[config.mk]
export PLATFORM = sky130hd
export DESIGN_NAME = kyber_ram_arbiter
export DESIGN_NICKNAME = d
export VERILOG_FILES = /design/src/rtl/kyber_pkg.sv /design/src/rtl/kyber_ram_arbiter_rr_arbiter.sv /design/src/rtl/kyber_ram_arbiter.sv
export SDC_FILE = /design/constraint.sdc
export NUM_CORES = 2
export LEC_CHECK = 0
export CELL_PAD_IN_SITES_DETAIL_PLACEMENT = 1
export CELL_PAD_IN_SITES_GLOBAL_PLACEMENT = 2
export CORE_AREA = 4 4 597 599
export CTS_CLUSTER_SIZE = 40
export DETAILED_ROUTE_END_ITERATION = 6
export DIE_AREA = 0 0 601 603
export GPL_ROUTABILITY_DRIVEN = 0
export PLACE_DENSITY = 0.44
export SLEW_MARGIN = 20
export SYNTH_ARGS = -nofsm -noshare
export SYNTH_HDL_FRONTEND = slang
export SYNTH_HIERARCHICAL = 1
export SYNTH_SLANG_ARGS = --single-unit
[constraint.sdc]
create_clock -name clk -period 27.4 [get_ports clk]
set_clock_uncertainty 0.1 [all_clocks]
set_input_delay 4.11 -clock clk [delete_from_list [all_inputs] [get_ports clk]]
set_output_delay 4.11 -clock clk [all_outputs]
set_load 0.05 [all_outputs]
[src/rtl/kyber_pkg.sv]
// Shared definitions for the Kyber polynomial-RAM arbiter.
//   - default RAM geometry (8 x 12-bit coefficients per word, 512 words)
//   - fixed client index assignments of the datapath sub-blocks
//   - read-return tag carried alongside each RAM port's read latency
package kyber_pkg;
  localparam int DATA_W_DEF = 96;
  localparam int ADDR_W_DEF = 9;
  localparam int CID_W      = 3;   // enough for up to 8 clients

  localparam logic [CID_W-1:0] CID_CBD   = 3'd0;
  localparam logic [CID_W-1:0] CID_A_GEN = 3'd1;
  localparam logic [CID_W-1:0] CID_NTT   = 3'd2;
  localparam logic [CID_W-1:0] CID_CODER = 3'd3;

  typedef struct packed {
    logic             vld;
    logic             dbg;   // return belongs to the debug reader, not a client
    logic [CID_W-1:0] cid;
  } rd_tag_t;
endpackage

[src/rtl/kyber_ram_arbiter_rr_arbiter.sv]
// Round-robin picker: grants the first set request at or after ptr,
// wrapping modulo N.
//   req : request vector        ptr : start index
//   gnt : one-hot grant         idx : index of granted bit   any : a grant was made
module rr_arbiter #(
  parameter int N     = 5,
  parameter int PTR_W = $clog2(N)
) (
  input  logic [N-1:0]     req,
  input  logic [PTR_W-1:0] ptr,
  output logic [N-1:0]     gnt,
  output logic [PTR_W-1:0] idx,
  output logic             any
);
  always_comb begin
    gnt = '0;
    idx = '0;
    any = 1'b0;
    for (int i = 0; i < N; i++) begin
      int j;
      j = int'(ptr) + i;
      if (j >= N) j = j - N;
      if (!any && req[j[PTR_W-1:0]]) begin
        any = 1'b1;
        gnt[j[PTR_W-1:0]] = 1'b1;
        idx = j[PTR_W-1:0];
      end
    end
  end
endmodule

[src/rtl/kyber_ram_arbiter.sv]
// Dual-port polynomial BRAM arbiter.
// Grants up to two client requests per cycle onto RAM ports A/B (writes first,
// lowest index first; reads round-robin from rr_ptr), reserves port A for the
// debug reader while paused, tags each read so the returned word is routed
// back RD_LATENCY cycles later, flags same-address write collisions and
// counts stall cycles.
//   req/we/addr/wdata : per-client request, flattened client-major
//   gnt               : combinational grant      rvalid/rdata : read returns
//   pause/dbg_*       : debug read path on port A
//   ram_*             : RAM port A/B drive and read data
//   err_collision     : sticky collision flag    stall_count : saturating stall count
module kyber_ram_arbiter
  import kyber_pkg::*;
#(
  parameter int NUM_CLIENTS = 5,
  parameter int DATA_W      = DATA_W_DEF,
  parameter int ADDR_W      = ADDR_W_DEF,
  parameter int RD_LATENCY  = 1
) (
  input  logic                          clk,
  input  logic                          rst,
  input  logic                          clear,
  input  logic [NUM_CLIENTS-1:0]        req,
  input  logic [NUM_CLIENTS-1:0]        we,
  input  logic [NUM_CLIENTS*ADDR_W-1:0] addr,
  input  logic [NUM_CLIENTS*DATA_W-1:0] wdata,
  output logic [NUM_CLIENTS-1:0]        gnt,
  output logic [NUM_CLIENTS-1:0]        rvalid,
  output logic [NUM_CLIENTS*DATA_W-1:0] rdata,
  input  logic                          pause,
  input  logic [ADDR_W-1:0]             dbg_addr,
  output logic [DATA_W-1:0]             dbg_rdata,
  output logic                          dbg_valid,
  output logic [ADDR_W-1:0]             ram_addr_a,
  output logic [ADDR_W-1:0]             ram_addr_b,
  output logic                          ram_wen_a,
  output logic                          ram_wen_b,
  output logic [DATA_W-1:0]             ram_wdata_a,
  output logic [DATA_W-1:0]             ram_wdata_b,
  input  logic [DATA_W-1:0]             ram_rdata_a,
  input  logic [DATA_W-1:0]             ram_rdata_b,
  output logic                          err_collision,
  output logic [15:0]                   stall_count
);
  localparam int PTR_W = $clog2(NUM_CLIENTS);

  logic [ADDR_W-1:0] cl_addr  [NUM_CLIENTS];
  logic [DATA_W-1:0] cl_wdata [NUM_CLIENTS];

  always_comb begin
    for (int i = 0; i < NUM_CLIENTS; i++) begin
      cl_addr[i]  = addr[i*ADDR_W +: ADDR_W];
      cl_wdata[i] = wdata[i*DATA_W +: DATA_W];
    end
  end

  // ---- picks: two arbiter passes. A pending write always beats reads and
  // uses pointer 0, which turns the round-robin picker into fixed priority.
  logic [NUM_CLIENTS-1:0] wr_req, rd_req, p1_req, p2_req, p1_gnt, p2_gnt, wr_rem;
  logic [PTR_W-1:0]       p1_ptr, p2_ptr, p1_idx, p2_idx, rr_ptr_q, rr_ptr_d;
  logic                   p1_any, p2_any, p1_wr, p2_wr;

  always_comb begin
    wr_req = req & we;
    rd_req = req & ~we;
    p1_wr  = |wr_req;
    p1_req = p1_wr ? wr_req : rd_req;
    p1_ptr = p1_wr ? '0 : rr_ptr_q;
    wr_rem = wr_req & ~p1_gnt;
    p2_wr  = |wr_rem;
    p2_req = p2_wr ? wr_rem : (rd_req & ~p1_gnt);
    p2_ptr = p2_wr ? '0 : rr_ptr_q;
  end

  rr_arbiter #(.N(NUM_CLIENTS), .PTR_W(PTR_W)) u_pick1 (
    .req(p1_req), .ptr(p1_ptr), .gnt(p1_gnt), .idx(p1_idx), .any(p1_any));
  rr_arbiter #(.N(NUM_CLIENTS), .PTR_W(PTR_W)) u_pick2 (
    .req(p2_req), .ptr(p2_ptr), .gnt(p2_gnt), .idx(p2_idx), .any(p2_any));

  // ---- port assignment. While paused only the first pick is served, on B.
  logic             b_vld, b_wr, a_act, collide, stall;
  logic [PTR_W-1:0] b_idx;
  rd_tag_t          tag_a_in, tag_b_in;

  always_comb begin
    b_vld = pause ? p1_any : p2_any;
    b_wr  = pause ? p1_wr  : p2_wr;
    b_idx = pause ? p1_idx : p2_idx;
    gnt   = pause ? p1_gnt : (p1_gnt | p2_gnt);
    a_act = pause | p1_any;

    ram_addr_a = '0; ram_wen_a = 1'b0; ram_wdata_a = '0;
    if (pause) begin
      ram_addr_a = dbg_addr;
    end else if (p1_any) begin
      ram_addr_a  = cl_addr[p1_idx];
      ram_wen_a   = p1_wr;
      ram_wdata_a = p1_wr ? cl_wdata[p1_idx] : '0;
    end

    ram_addr_b = '0; ram_wen_b = 1'b0; ram_wdata_b = '0;
    if (b_vld) begin
      ram_addr_b  = cl_addr[b_idx];
      ram_wen_b   = b_wr;
      ram_wdata_b = b_wr ? cl_wdata[b_idx] : '0;
    end

    // Same word on both ports with any write: port A wins, B's write is
    // dropped but B keeps its grant.
    collide = a_act && b_vld && (ram_addr_a == ram_addr_b) && (ram_wen_a || b_wr);
    if (collide) ram_wen_b = 1'b0;

    stall = |(req & ~gnt);

    tag_a_in.vld = pause | (p1_any & ~p1_wr);
    tag_a_in.dbg = pause;
    tag_a_in.cid = pause ? '0 : CID_W'(p1_idx);
    tag_b_in.vld = b_vld & ~b_wr;
    tag_b_in.dbg = 1'b0;
    tag_b_in.cid = CID_W'(b_idx);
  end

  // ---- round-robin pointer: one past the reader granted last in rotation
  // order (the port-B pick when both picks are reads).
  logic             last_vld;
  logic [PTR_W-1:0] last_idx;
  logic             err_d, err_q;
  logic [15:0]      stall_count_d, stall_count_q;

  always_comb begin
    last_vld = 1'b0;
    last_idx = '0;
    if (!pause && p2_any && !p2_wr) begin
      last_vld = 1'b1; last_idx = p2_idx;
    end else if (p1_any && !p1_wr) begin
      last_vld = 1'b1; last_idx = p1_idx;
    end
    rr_ptr_d = rr_ptr_q;
    if (last_vld)
      rr_ptr_d = (int'(last_idx) == NUM_CLIENTS-1) ? '0 : last_idx + PTR_W'(1);
    err_d         = err_q | collide;
    stall_count_d = (stall && stall_count_q != 16'hFFFF) ? stall_count_q + 16'd1 : stall_count_q;
    if (clear) begin
      rr_ptr_d      = '0;
      err_d         = 1'b0;
      stall_count_d = '0;
    end
  end

  // ---- read tag pipelines, one per port
  rd_tag_t tag_a_d [RD_LATENCY];
  rd_tag_t tag_a_q [RD_LATENCY];
  rd_tag_t tag_b_d [RD_LATENCY];
  rd_tag_t tag_b_q [RD_LATENCY];

  always_comb begin
    tag_a_d[0] = tag_a_in;
    tag_b_d[0] = tag_b_in;
    for (int k = 1; k < RD_LATENCY; k++) begin
      tag_a_d[k] = tag_a_q[k-1];
      tag_b_d[k] = tag_b_q[k-1];
    end
  end

  always_ff @(posedge clk or negedge rst) begin
    if (!rst) begin
      for (int k = 0; k < RD_LATENCY; k++) begin
        tag_a_q[k] <= '0;
        tag_b_q[k] <= '0;
      end
      rr_ptr_q      <= '0;
      err_q         <= 1'b0;
      stall_count_q <= '0;
    end else begin
      tag_a_q       <= tag_a_d;
      tag_b_q       <= tag_b_d;
      rr_ptr_q      <= rr_ptr_d;
      err_q         <= err_d;
      stall_count_q <= stall_count_d;
    end
  end

  assign err_collision = err_q;
  assign stall_count   = stall_count_q;

  // ---- return routing
  rd_tag_t ta, tb;
  always_comb begin
    ta        = tag_a_q[RD_LATENCY-1];
    tb        = tag_b_q[RD_LATENCY-1];
    rvalid    = '0;
    rdata     = '0;
    dbg_valid = ta.vld & ta.dbg;
    dbg_rdata = dbg_valid ? ram_rdata_a : '0;
    for (int i = 0; i < NUM_CLIENTS; i++) begin
      if (ta.vld && !ta.dbg && ta.cid == CID_W'(i)) begin
        rvalid[i] = 1'b1;
        rdata[i*DATA_W +: DATA_W] = ram_rdata_a;
      end
      if (tb.vld && !tb.dbg && tb.cid == CID_W'(i)) begin
        rvalid[i] = 1'b1;
        rdata[i*DATA_W +: DATA_W] = ram_rdata_b;
      end
    end
  end
endmodule

==> key figures <==
Outcome
  • Outcome: finished, final reports clean

CTS
  • CTS Buf Count: 5
  • Hold buffer count at cts: 0
  • Clk Latency, worst-skew pair: 280 ps
  • CTS tree: yes
  • Root Buffer: clkbuf_16
  • Setup Buffers After CTS: 0
  • Clock sinks: 29
  • H-tree depth: 2
  • Clock Tree Buf Depth: 2
  • Worst-path clk slew: about 50 ps
  • Resize count post-CTS: 0

Floorplan
  • # IOs: 1556
  • Die H: 603 um
  • Initial Util: 0.0582
  • DIE WIDTH: 601 um
  • Standard-cell row count: 218
  • Core Region: 0.351 mm^2
  • DIE AREA: ~0.36 mm^2

Logic synthesis
  • Yosys top cell area share: 0.256
  • Main combinational cell family by area after synthesis: simple AND/OR/NAND/NOR gates
  • Post-synth EDFFs: 0
  • Syn Area/Cell: 5.49 um^2
  • Post-synthesis xor/xnor area fraction: 0.0154
  • Yosys cell types: 97
  • Compound-Gate Fraction of Synth Area: 0.251
  • Synthesized cell area: slightly above 0.02 mm^2
  • Leading area contributor after synthesis: nand2_1
  • Yosys warns: 6
  • Mux cell area share after synthesis: 0.138
  • Synthesized net count: 4488
  • Top post-synthesis cells by area: nand2_1 26%, a21oi_1 15%, mux4_2 13%
  • Cells after Synth: 3726
  • Sequential area share after synthesis: 0.0355
  • Synth Area in Adders: 0.0142
  • Asr flop ratio synth: 1.00
  • FF+latch count, synth: 29
  • Synth Flop Type: dfrtp_1
  • Simple-Gate Fraction of Synth Area: 0.464

STA
  • Final Setup Violations: 0
  • Final min period: 22520 ps
  • TNS Setup: 0 ps
  • Final hold vios: 0
  • Slew @ Worst Pin: 1100 ps
  • Rel. slew slack: 0.265
  • Tcrit/Tclk final: 0.822
  • RSZ-0062 raised after global routing: false
  • Maximum clock rate: between 40 and 50 MHz
  • Final Max Tran Viols: 0

Setup path
  • Worst Setup End Kind: output port
  • CP Data Required Time: 23190 ps
  • Bufs and invs on worst path: 8
  • Max stage delay cell, worst path: clkdlybuf4s50_1
  • Critical Path Source Type: input pin
  • Cell family with most CP delay: compound AO/OA/AOI/OAI gates
  • CP peak stage delay: 1160 ps
  • CP max FO: 85
  • Critical path class: in2out
  • Worst EP arrival: 18310 ps
  • Crit-path most repeated cell: buf_4

Global route
  • Initial antenna violation count: 124
  • Total GRT Usage: 0.157
  • Vias in the first global route: 36400
  • First-pass GRT wire length: 387 mm
  • Total gr overflow: 0
  • Pin count of the biggest net entering global routing: between 90 and 100

Final layout
  • Syn-to-layout area delta: 102%
  • Layout cells sized above 1: 0.0558
  • Layout Utilization: 0.118
  • Finished Layout Cells: 9637
  • Register area: 733 um^2
  • FILL cells: 42500
  • Final nets: 5746
  • Area of the multi-input gates: between 0.015 and 0.02 mm^2

Route
  • Via count: roughly 36000
  • DR DRC count: 0
  • WL/cell: between 30 and 40 um
  • WL final: 302 mm
  • DRT antenna net count: 0
  • First drt pass iteration count: 5
  • Vias/cell: roughly 3.7
  • Initial detailed-routing violation count: between 2000 and 3000

Placement
  • Placed Cells: around 9600
  • PortBufs: 1555
  • DPL Wire Length: between 200 and 250 mm

Power and ir drop
  • Pwr per Cell Area: 130 mW/mm^2
  • Final Total Pwr: 5350 uW
  • Leak: 0.0146 uW
  • Worst vdd ir: ~0.18 mV

Worst hold path
  • HP Class: reg2reg

Job
  • Max_cap viols: 0
stage by stage:
step                      hold slack, ps  setup slack, ps  cell area [um^2]
final                                456             4880             41300
after global placement               441             4790             41100
after floorplan                      349             9500             20500
after detailed placement             436             4690             41100
after CTS                            451             4660             41200
after global routing                 484             3970             41300
layer usage:
metal  vias to the layer above  global-route usage  routed length (um)
met5                         -                   0                 454
met2                      1471               0.305              164000
met3                       329              0.0325               17100
li1                      15500                   -                   -
met1                     18300               0.166              109000
met4                        68              0.0543               12100
report_power, final:
group          internal, uW  switching, uW
Clock                  33.3           19.9
Sequential             50.2           13.6
Combinational          1490           3740
Total                  1580           3780
cell usage after synthesis (all sizes together) (5+ instances only):
cell type     n
a31oi         9
a211oi        9
mux4        114
nor3b         7
nand2b       14
xor2         17
buf          87
mux2          7
o31ai         5
dfrtp        29
and2         14
inv          46
nand4        18
o21ai        18
nor3         17
nor2        158
a21oi       615
xnor2        18
clkbuf      288
mux2i        17
nand3       414
o21a         10
nor2b        20
nand2      1396
a22oi       106
ha           20
a22o          8
a21o         11
o211ai       16
or3           6
a221o         7
and3        112
final timing paths:
| path | to | start | cells after the start | slack [ps] |
|---|---|---|---|---|
| setup / recovery | ram_wen_b | we[0] | 36 | 4880 |
| hold / removal | rr_ptr_q[1]$_DFFE_PN0P_ | rr_ptr_q[1]$_DFFE_PN0P_ | 2 | 460 |
| setup reg to reg | err_collision$_DFF_PN0_ | rr_ptr_q[0]$_DFFE_PN0P_ | 33 | 14910 |
| hold reg to reg | rr_ptr_q[1]$_DFFE_PN0P_ | rr_ptr_q[1]$_DFFE_PN0P_ | 2 | 460 |
| max in group asynchronous | ta[4]$_DFF_PN0_ | rst | 2 | 22700 |
| min in group asynchronous | stall_count[0]$_DFFE_PN0P_ | rst | 2 | 4130 |
registers in the layout, summed over array words and instances (netlist names):
register and flops:
err_collision 1, rr_ptr_q 3, stall_count 16, ta 5, tag_b_q 4
layout make-up:
cell class,count,share of cell area
antenna,32,0.00194
clock buffer,6,0.00312
clock inverter,2,0.000242
inverter,49,0.00487
multi-input combinational,3273,0.442
sequential,29,0.0177
tap,4620,0.140
timing repair buffer,1626,0.390
placed cells by master, fill, tap and decap left out, types with 5 or more instances in the layout:
cell,count
diode_2,32
a21o_1,11
nand3_1,410
buf_12,6
xor2_1,16
nand2b_1,14
o21a_1,10
mux4_2,114
ha_1,20
mux2i_1,14
a22o_1,7
mux2_2,7
and2_1,12
a22oi_1,105
nor2_1,155
nor2b_1,18
a31oi_1,6
nand2_1,1394
buf_4,82
xnor2_1,18
a21oi_1,611
dfrtp_1,27
o211ai_1,14
nor3_1,16
a211oi_1,7
inv_1,42
nor3b_1,6
nand4_1,17
clkbuf_16,5
or3_1,6
and3_1,110
clkdlybuf4s50_1,1535
o21ai_0,18
a221o_1,7
worst register-to-register path: cells and delay by family (launching register included):
kind | cells | cell delay, ps
flops | 1 | 390
simple gates | 9 | 2940
fa+ha+maj | 2 | 1560
compound gates | 12 | 3790
xor+xnor | 1 | 170
buf+inv | 6 | 2410
mux | 3 | 990
logic make-up after synthesis:
| group | count (synthesis) |
|---|---|
| mux | 138 |
| fa+ha+maj | 22 |
| flops | 29 |
| xor+xnor | 35 |
| simple gates | 2206 |
| compound gates | 872 |
| buf+inv | 424 |
No activity file was read; power rests on OpenSTA's default activity.
